===== config.mk =====
export PLATFORM = sky130hd
export DESIGN_NAME = spi_xfer_seq
export DESIGN_NICKNAME = d
export VERILOG_FILES = /design/src/rtl/spi_xfer_seq.sv
export SDC_FILE = /design/constraint.sdc
export NUM_CORES = 1
export LEC_CHECK = 0
export ABC_AREA = 1
export CORE_UTILIZATION = 50
export DETAILED_ROUTE_END_ITERATION = 16
export GPL_TIMING_DRIVEN = 0
export PLACE_DENSITY = 0.92
export SLEW_MARGIN = 20
export SYNTH_ARGS = -nofsm -noshare
export SYNTH_HDL_FRONTEND = slang
export SYNTH_SLANG_ARGS = --single-unit

===== constraint.sdc =====
create_clock -name clk -period 2.16 [get_ports clk]
set_input_delay 0.324 -clock clk [delete_from_list [all_inputs] [get_ports clk]]
set_output_delay 0.324 -clock clk [all_outputs]
set_load 0.01 [all_outputs]

===== src/rtl/spi_xfer_seq.sv =====
// spi_xfer_seq: drives the 8-bit host port of an SB_SPI wishbone wrapper to configure the core
// and then stream bytes (valid/ready in, one-cycle rx_valid pulse out) without a CPU.
// Optional feature macro: SPI_SEQ_TIMEOUT_EN adds a bounded status-poll counter, the sticky
// err_timeout flag and drop-until-tx_last recovery. Without it the sequencer polls forever.
`timescale 1ns / 1ps

module spi_xfer_seq #(
    parameter logic [3:0] BASE    = 4'b0000,
    parameter logic [7:0] BR_VAL  = 8'h05,
    parameter logic [7:0] CR2_VAL = 8'hC0,
    parameter logic [7:0] CR1_VAL = 8'h80
`ifdef SPI_SEQ_TIMEOUT_EN
    ,
    parameter logic [15:0] POLL_MAX = 16'd1023
`endif
) (
    input  logic       clk,
    input  logic       rst,
    output logic       bus_cs,
    output logic       bus_we,
    output logic [7:0] bus_addr,
    output logic [7:0] bus_din,
    input  logic [7:0] bus_dout,
    input  logic       bus_rdy,
    input  logic       tx_valid,
    input  logic [7:0] tx_data,
    input  logic       tx_last,
    output logic       tx_ready,
    output logic       rx_valid,
    output logic [7:0] rx_data,
    output logic       init_done,
    output logic       busy,
    output logic       err_timeout
);

    typedef enum logic [3:0] {
        StCfgBr,
        StCfgCr2,
        StCfgCr1,
        StIdle,
        StCsOn,
        StPollTrdy,
        StWrTx,
        StPollRrdy,
        StRdRx,
        StNext,
        StCsOff
    } state_e;

    // SB_SPI register offsets within the core's 16-register window
    localparam logic [3:0] RegCr1 = 4'h9;
    localparam logic [3:0] RegCr2 = 4'hA;
    localparam logic [3:0] RegBr  = 4'hB;
    localparam logic [3:0] RegSr  = 4'hC;
    localparam logic [3:0] RegTx  = 4'hD;
    localparam logic [3:0] RegRx  = 4'hE;
    localparam logic [3:0] RegCs  = 4'hF;

    state_e     state_q, state_d;
    logic       cs_q, cs_d;
    logic       we_q, we_d;
    logic [7:0] addr_q, addr_d;
    logic [7:0] din_q, din_d;
    logic [7:0] byte_q, byte_d;
    logic       last_q, last_d;
    logic [7:0] rx_data_q, rx_data_d;
    logic       rx_valid_q, rx_valid_d;
    logic       init_done_q, init_done_d;

    logic       op_en;
    logic       op_we;
    logic [3:0] op_reg;
    logic [7:0] op_din;
    logic       op_done;
    logic       accept;

`ifdef SPI_SEQ_TIMEOUT_EN
    logic [15:0] poll_cnt_q, poll_cnt_d;
    logic        err_q, err_d;
    logic        drop_q, drop_d;
    logic        poll_expire;

    // The read completing now is the POLL_MAX-th status read of this wait
    assign poll_expire = (poll_cnt_q + 16'd1) >= POLL_MAX;
`endif

    assign op_done  = cs_q & bus_rdy;
    // cs_q is always low in IDLE/NEXT except while a previous op is still being retired
    assign tx_ready = ((state_q == StIdle) || (state_q == StNext)) && !cs_q;
    assign accept   = tx_valid & tx_ready;

    // Bus operation owned by each state
    always_comb begin
        op_en  = 1'b1;
        op_we  = 1'b0;
        op_reg = 4'h0;
        op_din = 8'h00;
        unique case (state_q)
            StCfgBr:    begin op_we = 1'b1; op_reg = RegBr;  op_din = BR_VAL;  end
            StCfgCr2:   begin op_we = 1'b1; op_reg = RegCr2; op_din = CR2_VAL; end
            StCfgCr1:   begin op_we = 1'b1; op_reg = RegCr1; op_din = CR1_VAL; end
            StCsOn:     begin op_we = 1'b1; op_reg = RegCs;  op_din = 8'hFE;   end
            StPollTrdy: op_reg = RegSr;
            StWrTx:     begin op_we = 1'b1; op_reg = RegTx;  op_din = byte_q;  end
            StPollRrdy: op_reg = RegSr;
            StRdRx:     op_reg = RegRx;
            StCsOff:    begin op_we = 1'b1; op_reg = RegCs;  op_din = 8'hFF;   end
            default:    op_en = 1'b0;
        endcase
    end

    // Next-state, bus handshake and datapath updates
    always_comb begin
        state_d     = state_q;
        cs_d        = cs_q;
        we_d        = we_q;
        addr_d      = addr_q;
        din_d       = din_q;
        byte_d      = byte_q;
        last_d      = last_q;
        rx_data_d   = rx_data_q;
        rx_valid_d  = 1'b0;
        init_done_d = init_done_q;
`ifdef SPI_SEQ_TIMEOUT_EN
        poll_cnt_d  = poll_cnt_q;
        err_d       = err_q;
        drop_d      = drop_q;
`endif

        // Launch when idle; retire on rdy. cs is low for one cycle between back-to-back ops.
        if (op_en && !cs_q) begin
            cs_d   = 1'b1;
            we_d   = op_we;
            addr_d = {BASE, op_reg};
            din_d  = op_din;
        end else if (op_done) begin
            cs_d   = 1'b0;
            we_d   = 1'b0;
            addr_d = 8'h00;
            din_d  = 8'h00;
        end

        unique case (state_q)
            StCfgBr:  if (op_done) state_d = StCfgCr2;
            StCfgCr2: if (op_done) state_d = StCfgCr1;
            StCfgCr1: begin
                if (op_done) begin
                    state_d     = StIdle;
                    init_done_d = 1'b1;
                end
            end
            StIdle: begin
                if (accept) begin
`ifdef SPI_SEQ_TIMEOUT_EN
                    // Rest of a timed-out frame is swallowed up to its last byte
                    if (drop_q) begin
                        if (tx_last) drop_d = 1'b0;
                    end else
`endif
                    begin
                        byte_d  = tx_data;
                        last_d  = tx_last;
                        state_d = StCsOn;
                    end
                end
            end
            StCsOn: if (op_done) state_d = StPollTrdy;
            StPollTrdy: begin
                if (op_done) begin
                    if (bus_dout[4]) begin
                        state_d = StWrTx;
                    end
`ifdef SPI_SEQ_TIMEOUT_EN
                    else if (poll_expire) begin
                        err_d   = 1'b1;
                        drop_d  = !last_q;
                        state_d = StCsOff;
                    end
`endif
                end
            end
            StWrTx: if (op_done) state_d = StPollRrdy;
            StPollRrdy: begin
                if (op_done) begin
                    if (bus_dout[3]) begin
                        state_d = StRdRx;
                    end
`ifdef SPI_SEQ_TIMEOUT_EN
                    else if (poll_expire) begin
                        err_d   = 1'b1;
                        drop_d  = !last_q;
                        state_d = StCsOff;
                    end
`endif
                end
            end
            StRdRx: begin
                if (op_done) begin
                    rx_data_d  = bus_dout;
                    rx_valid_d = 1'b1;
                    state_d    = last_q ? StCsOff : StNext;
                end
            end
            StNext: begin
                if (accept) begin
                    byte_d  = tx_data;
                    last_d  = tx_last;
                    state_d = StPollTrdy;
                end
            end
            StCsOff: if (op_done) state_d = StIdle;
            default: state_d = StCfgBr;
        endcase

`ifdef SPI_SEQ_TIMEOUT_EN
        if (op_done && ((state_q == StPollTrdy) || (state_q == StPollRrdy))) begin
            poll_cnt_d = poll_cnt_q + 16'd1;
        end
        if ((state_d != state_q) && ((state_d == StPollTrdy) || (state_d == StPollRrdy))) begin
            poll_cnt_d = 16'd0;
        end
`endif
    end

    // State and output registers
    always_ff @(posedge clk or negedge rst) begin
        if (!rst) begin
            state_q     <= StCfgBr;
            cs_q        <= 1'b0;
            we_q        <= 1'b0;
            addr_q      <= 8'h00;
            din_q       <= 8'h00;
            byte_q      <= 8'h00;
            last_q      <= 1'b0;
            rx_data_q   <= 8'h00;
            rx_valid_q  <= 1'b0;
            init_done_q <= 1'b0;
        end else begin
            state_q     <= state_d;
            cs_q        <= cs_d;
            we_q        <= we_d;
            addr_q      <= addr_d;
            din_q       <= din_d;
            byte_q      <= byte_d;
            last_q      <= last_d;
            rx_data_q   <= rx_data_d;
            rx_valid_q  <= rx_valid_d;
            init_done_q <= init_done_d;
        end
    end

`ifdef SPI_SEQ_TIMEOUT_EN
    // Poll counter, sticky error and frame-drop flag
    always_ff @(posedge clk or negedge rst) begin
        if (!rst) begin
            poll_cnt_q <= 16'd0;
            err_q      <= 1'b0;
            drop_q     <= 1'b0;
        end else begin
            poll_cnt_q <= poll_cnt_d;
            err_q      <= err_d;
            drop_q     <= drop_d;
        end
    end

    assign err_timeout = err_q;
`else
    assign err_timeout = 1'b0;
`endif

    assign bus_cs    = cs_q;
    assign bus_we    = we_q;
    assign bus_addr  = addr_q;
    assign bus_din   = din_q;
    assign rx_valid  = rx_valid_q;
    assign rx_data   = rx_data_q;
    assign init_done = init_done_q;
    assign busy      = (state_q != StCfgBr) && (state_q != StCfgCr2) &&
                       (state_q != StCfgCr1) && (state_q != StIdle);

endmodule


## After elaboration in Yosys (flattened, before gate mapping)

Cells that the tools add are included.

- Input port bits: 21
- Logic and storage cells: 83
- Output and inout bits: 31
- Register bits after elaboration: 41

- Eq/ne operators: 25
- Multiplexer cells: 26
- Bitwise operators: 2
- Reductions and logical operators: 20

Operators by type and width:

| kind | number |
|---|---|
| $mux 4 | 12 |
| $pmux 8 s6 | 1 |
| $pmux 4 s10 | 1 |
| $pmux 4 s7 | 1 |
| $mux 8 | 3 |
| $ne 2x2->1 const B | 11 |
| $eq 4x3->1 const B | 4 |
| $eq 4x4->1 const B | 3 |
| $reduce_and 12->1 | 1 |
| $reduce_or 9->1 | 1 |
| $eq 4x2->1 const B | 2 |
| $ne 4x2->1 const B | 2 |
| $reduce_or 2->1 | 4 |
| $mux 1 | 7 |
| $reduce_and 2->1 | 3 |
| $reduce_or 6->1 | 1 |
| $logic_and 1x1->1 | 5 |
| $eq 4x1->1 const B | 1 |
| $logic_not 4->1 | 1 |
| $ne 4x1->1 const B | 1 |
| $reduce_bool 4->1 | 1 |
| $and 1x1->1 | 2 |
| $mux 2 | 1 |
| $ne 2x1->1 const B | 1 |
| other kinds (3) | 3 |

## Depth between registers and ports, before layout

- Word-level depth: 6
- Depth in mapped cells: 10

## Least setup slack after synthesis

OpenSTA, ideal clock, no wires.

- Kind: reg-to-output
- Start: reg state_q[2]
- End: out tx_ready
- Arrival time: 1116 ps
- Cell stages (with the launch flop): 6
- Setup slack: 720 ps
- Cells stage by stage: dfrtp_1 -> buf_6 -> nor2_1 -> nand2_2 -> a21oi_4 -> buf_6

- Longest elaborated chain between the ends: 3

RTL lines:

| item | RTL line | text |
|---|---|---|
| start, declared | 59 | `state_e state_q, state_d;` |
| start signal, assigned | 228 | `state_q <= StCfgBr;` |
| start signal, assigned | 239 | `state_q <= state_d;` |
| $eq 4x2->1 / $eq 4x4->1 (equally long branches) | 89 | `assign tx_ready = ((state_q == StIdle) \|\| (state_q == StNext)) && !cs_q;` |
| $logic_or 1x1->1 (*) | 89 |  |
| $logic_and 1x1->1 (*) | 89 |  |
| end, declared | 28 | `output logic tx_ready,` |

Every way passes the cells marked *; elsewhere a longest branch is shown, timed or not.

## Worst setup path after layout

- Start: reg state_q[3]
- End: out tx_ready

Same word-level chain as after synthesis.

==> run metrics <==
DRC Markers=0; crit path max fanout=10; First DRT Iteration DRCs=49; CP Capture Type=output pin; Critical Path RT=1.84 ns; first-pass GRT wire length=7390 um; PortBufs=46; GRT Util Overall=0.238; global route overflow=0; initial antenna violation count=0; adder-cell share of the synthesized area=0; RSZ-0062 raised after global routing=false; min Tclk post-route=2.01 ns; hold crit path type=register to register; CP max stage cell=dfrtp_1; Setup TNS=0 ns; f_max=498 MHz; final hold vios=0; multi-input logic area=818 sq um; yosys warns=0; initial core utilization=0.541; dominant synthesized flop cell=dfrtp_1; Routed WL=4060 um; P&R area growth vs syn=36.8%; fill count=265; clk slew on worst S/H paths=0.08 ns; share of layout cells above drive strength 1=0.149; final worst slack=0.151 ns; Seq/Total Area, Yosys=0.493; Final HPWL DP=3150 um; synthesized area per cell=7.73 sq um; Die W=63.3 um; arrival time at the worst endpoint=1.68 ns; Final Skew=0.00517 ns; worst skew pair latency=0.28 ns; leakage power=1.36 nW; nets=323; final RePlAce weighted congestion=0.864; post-synthesis mux area share=0; Final Slew Violations=0; vias in the first global route=1,693; Die ar.=0.00400 sq mm; root cell of the clock tree=clkbuf_8; Unique masters post-synth=24; Synth Area in XOR/XNOR=0; Simple-Gate Fraction of Synth Area=0.374; Post-synth ARST share=1.00; Cell Area, Synth=0.00188 sq mm; Critical Path Start Type=register; Core Footprint=0.00347 sq mm; Synth Area in Compound Gates=0.0460; Post CTS Setup Buffer Count=0; via count=1,686; Initial DRT Pass Iterations=4; Post-Synthesis Cells=243; CTS Buffer Depth=2; area occupied by registers=928 sq um; antenna-violating nets left=0; post-placement setup slack=0.0342 ns; Ports=52; H-tree depth=2; Post-synth EDFFs=0; PwrDens=1450 mW/mm^2; critical-path cell list=buf_4 > inv_1 > nor2_2 > nand2_2 > a21oi_4 > buf_6 > dlygate4sd2_1; main combinational cell family by area after synthesis=simple AND/OR/NAND/NOR gates; DIE HEIGHT=63.3 um; Peak VDD IR=0.658 mV; CTS tree=done; status=finished, final reports clean; routed vias/inst=4.83; synthesized flop and latch total=37; row count=21; DR WL/cell=11.6 um; WS Path Type=register to output pin; max-cap check violation count=0; Final setup viols=0; CP peak stage delay=0.33 ns; cts bufs inserted=5; largest net degree at the start of global routing=21; Antenna diodes=0; Sink Count=37; period utilisation layout=0.930
## layout make-up
cell class / instances / share of cell area
Clock buffer: 5 / 0.0268
Tap cell: 46 / 0.0224
Timing Repair Buffer: 48 / 0.191
Buffer: 11 / 0.0355
Sequential cell: 37 / 0.361
Multi-Input combinational cell: 181 / 0.318
Clock inverter: 3 / 0.0180
Inverter: 18 / 0.0263
## stage by stage
stage	power [mW]	hold WS [ns]	std cells	instance area [sq um]	utilization
3_3_place_gp	3.06	0.454	339	2410	0.695
4_1_cts	3.74	0.476	349	2570	0.741
5_1_grt	4.06	0.501	349	2570	0.741
6_report	3.74	0.473	349	2570	0.741
3_5_place_dp	3.12	0.283	340	2430	0.702
2_1_floorplan	2.38	0.0284	247	1890	-
## synth_stat cells, types with 2 or more instances
master	instances	area, sq um
inv_1	13	48.8
o21ai_0	5	25.0
nand3_1	21	105
buf_6	3	33.8
o21ai_1	2	10.0
nor2_2	3	18.8
nand2_2	5	31.3
nand2_1	114	428
dfrtp_1	37	926
buf_4	7	52.6
nor2_1	14	52.6
nand3_2	3	30.0
inv_2	5	18.8
## final timing paths
| kind | start | to | slack [ns] | cells after the start |
|---|---|---|---|---|
| max in group asynchronous | rst | byte_q[6] | 1.22 | 3 |
| max | state_q[3] | tx_ready | 0.15 | 7 |
| max reg2reg | state_q[2] | rx_data[3] | 0.67 | 9 |
| min in group asynchronous | rst | state_q[3] | 0.50 | 2 |
| min | bus_addr[0] | bus_addr[0] | 0.47 | 2 |
| min reg2reg | bus_addr[0] | bus_addr[0] | 0.47 | 2 |
## power breakdown
group / internal (mW) / switching [mW]
registers: 1.02 / 0.215
logic: 0.858 / 1.05
clock network: 0.345 / 0.247
## cell usage in the layout, fill, tap and decap left out, types with 2 or more instances in the layout
master / n
nand3_1: 21
nand2_2: 5
nor2_4: 2
o21ai_1: 2
dfrtp_2: 2
nor2_1: 12
nand2_1: 114
inv_1: 13
dfrtp_1: 35
buf_2: 2
conb_1: 5
clkdlybuf4s50_1: 44
buf_4: 7
inv_2: 5
nand3_2: 3
nor2_2: 4
buf_6: 3
o21ai_0: 5
clkbuf_8: 5
## kinds of logic after synthesis
family,Yosys count
compound gates,13
buf+inv,29
other cells,1
simple gates,163
flops,37
## what timing repair did
action / CTS / global route
setup endpoints to repair: 1 / 0
hold endpoints to repair: 17 / 0
resized for setup: 6 / 0
hold buffers: 1 / 0
## layer usage
layer / global-route usage / wire length, um
met1: 0.305 / 1840
met2: 0.401 / 2010
met3: 0.0308 / 138
met4: 0.105 / 72
met5: 0 / 0
## flip-flops by register name (all words and copies together) (netlist names)
| register | count |
|---|---|
| bus_din | 8 |
| byte_q | 8 |
| rx_data | 8 |
| bus_addr | 4 |
| state_q | 4 |
| bus_cs | 1 |
| bus_we | 1 |
| init_done | 1 |
| last_q | 1 |
| rx_valid | 1 |
## worst max-delay path, delay by kind of cell, from the launching register on
| family | cells | cell delay, ns |
|---|---|---|
| buffers and inverters | 4 | 0.68 |
| DFF | 1 | 0.33 |
| AOI/OAI and AO/OA | 1 | 0.16 |
| and+or+nand+nor | 2 | 0.22 |
Power figures use the tool's default switching activity.
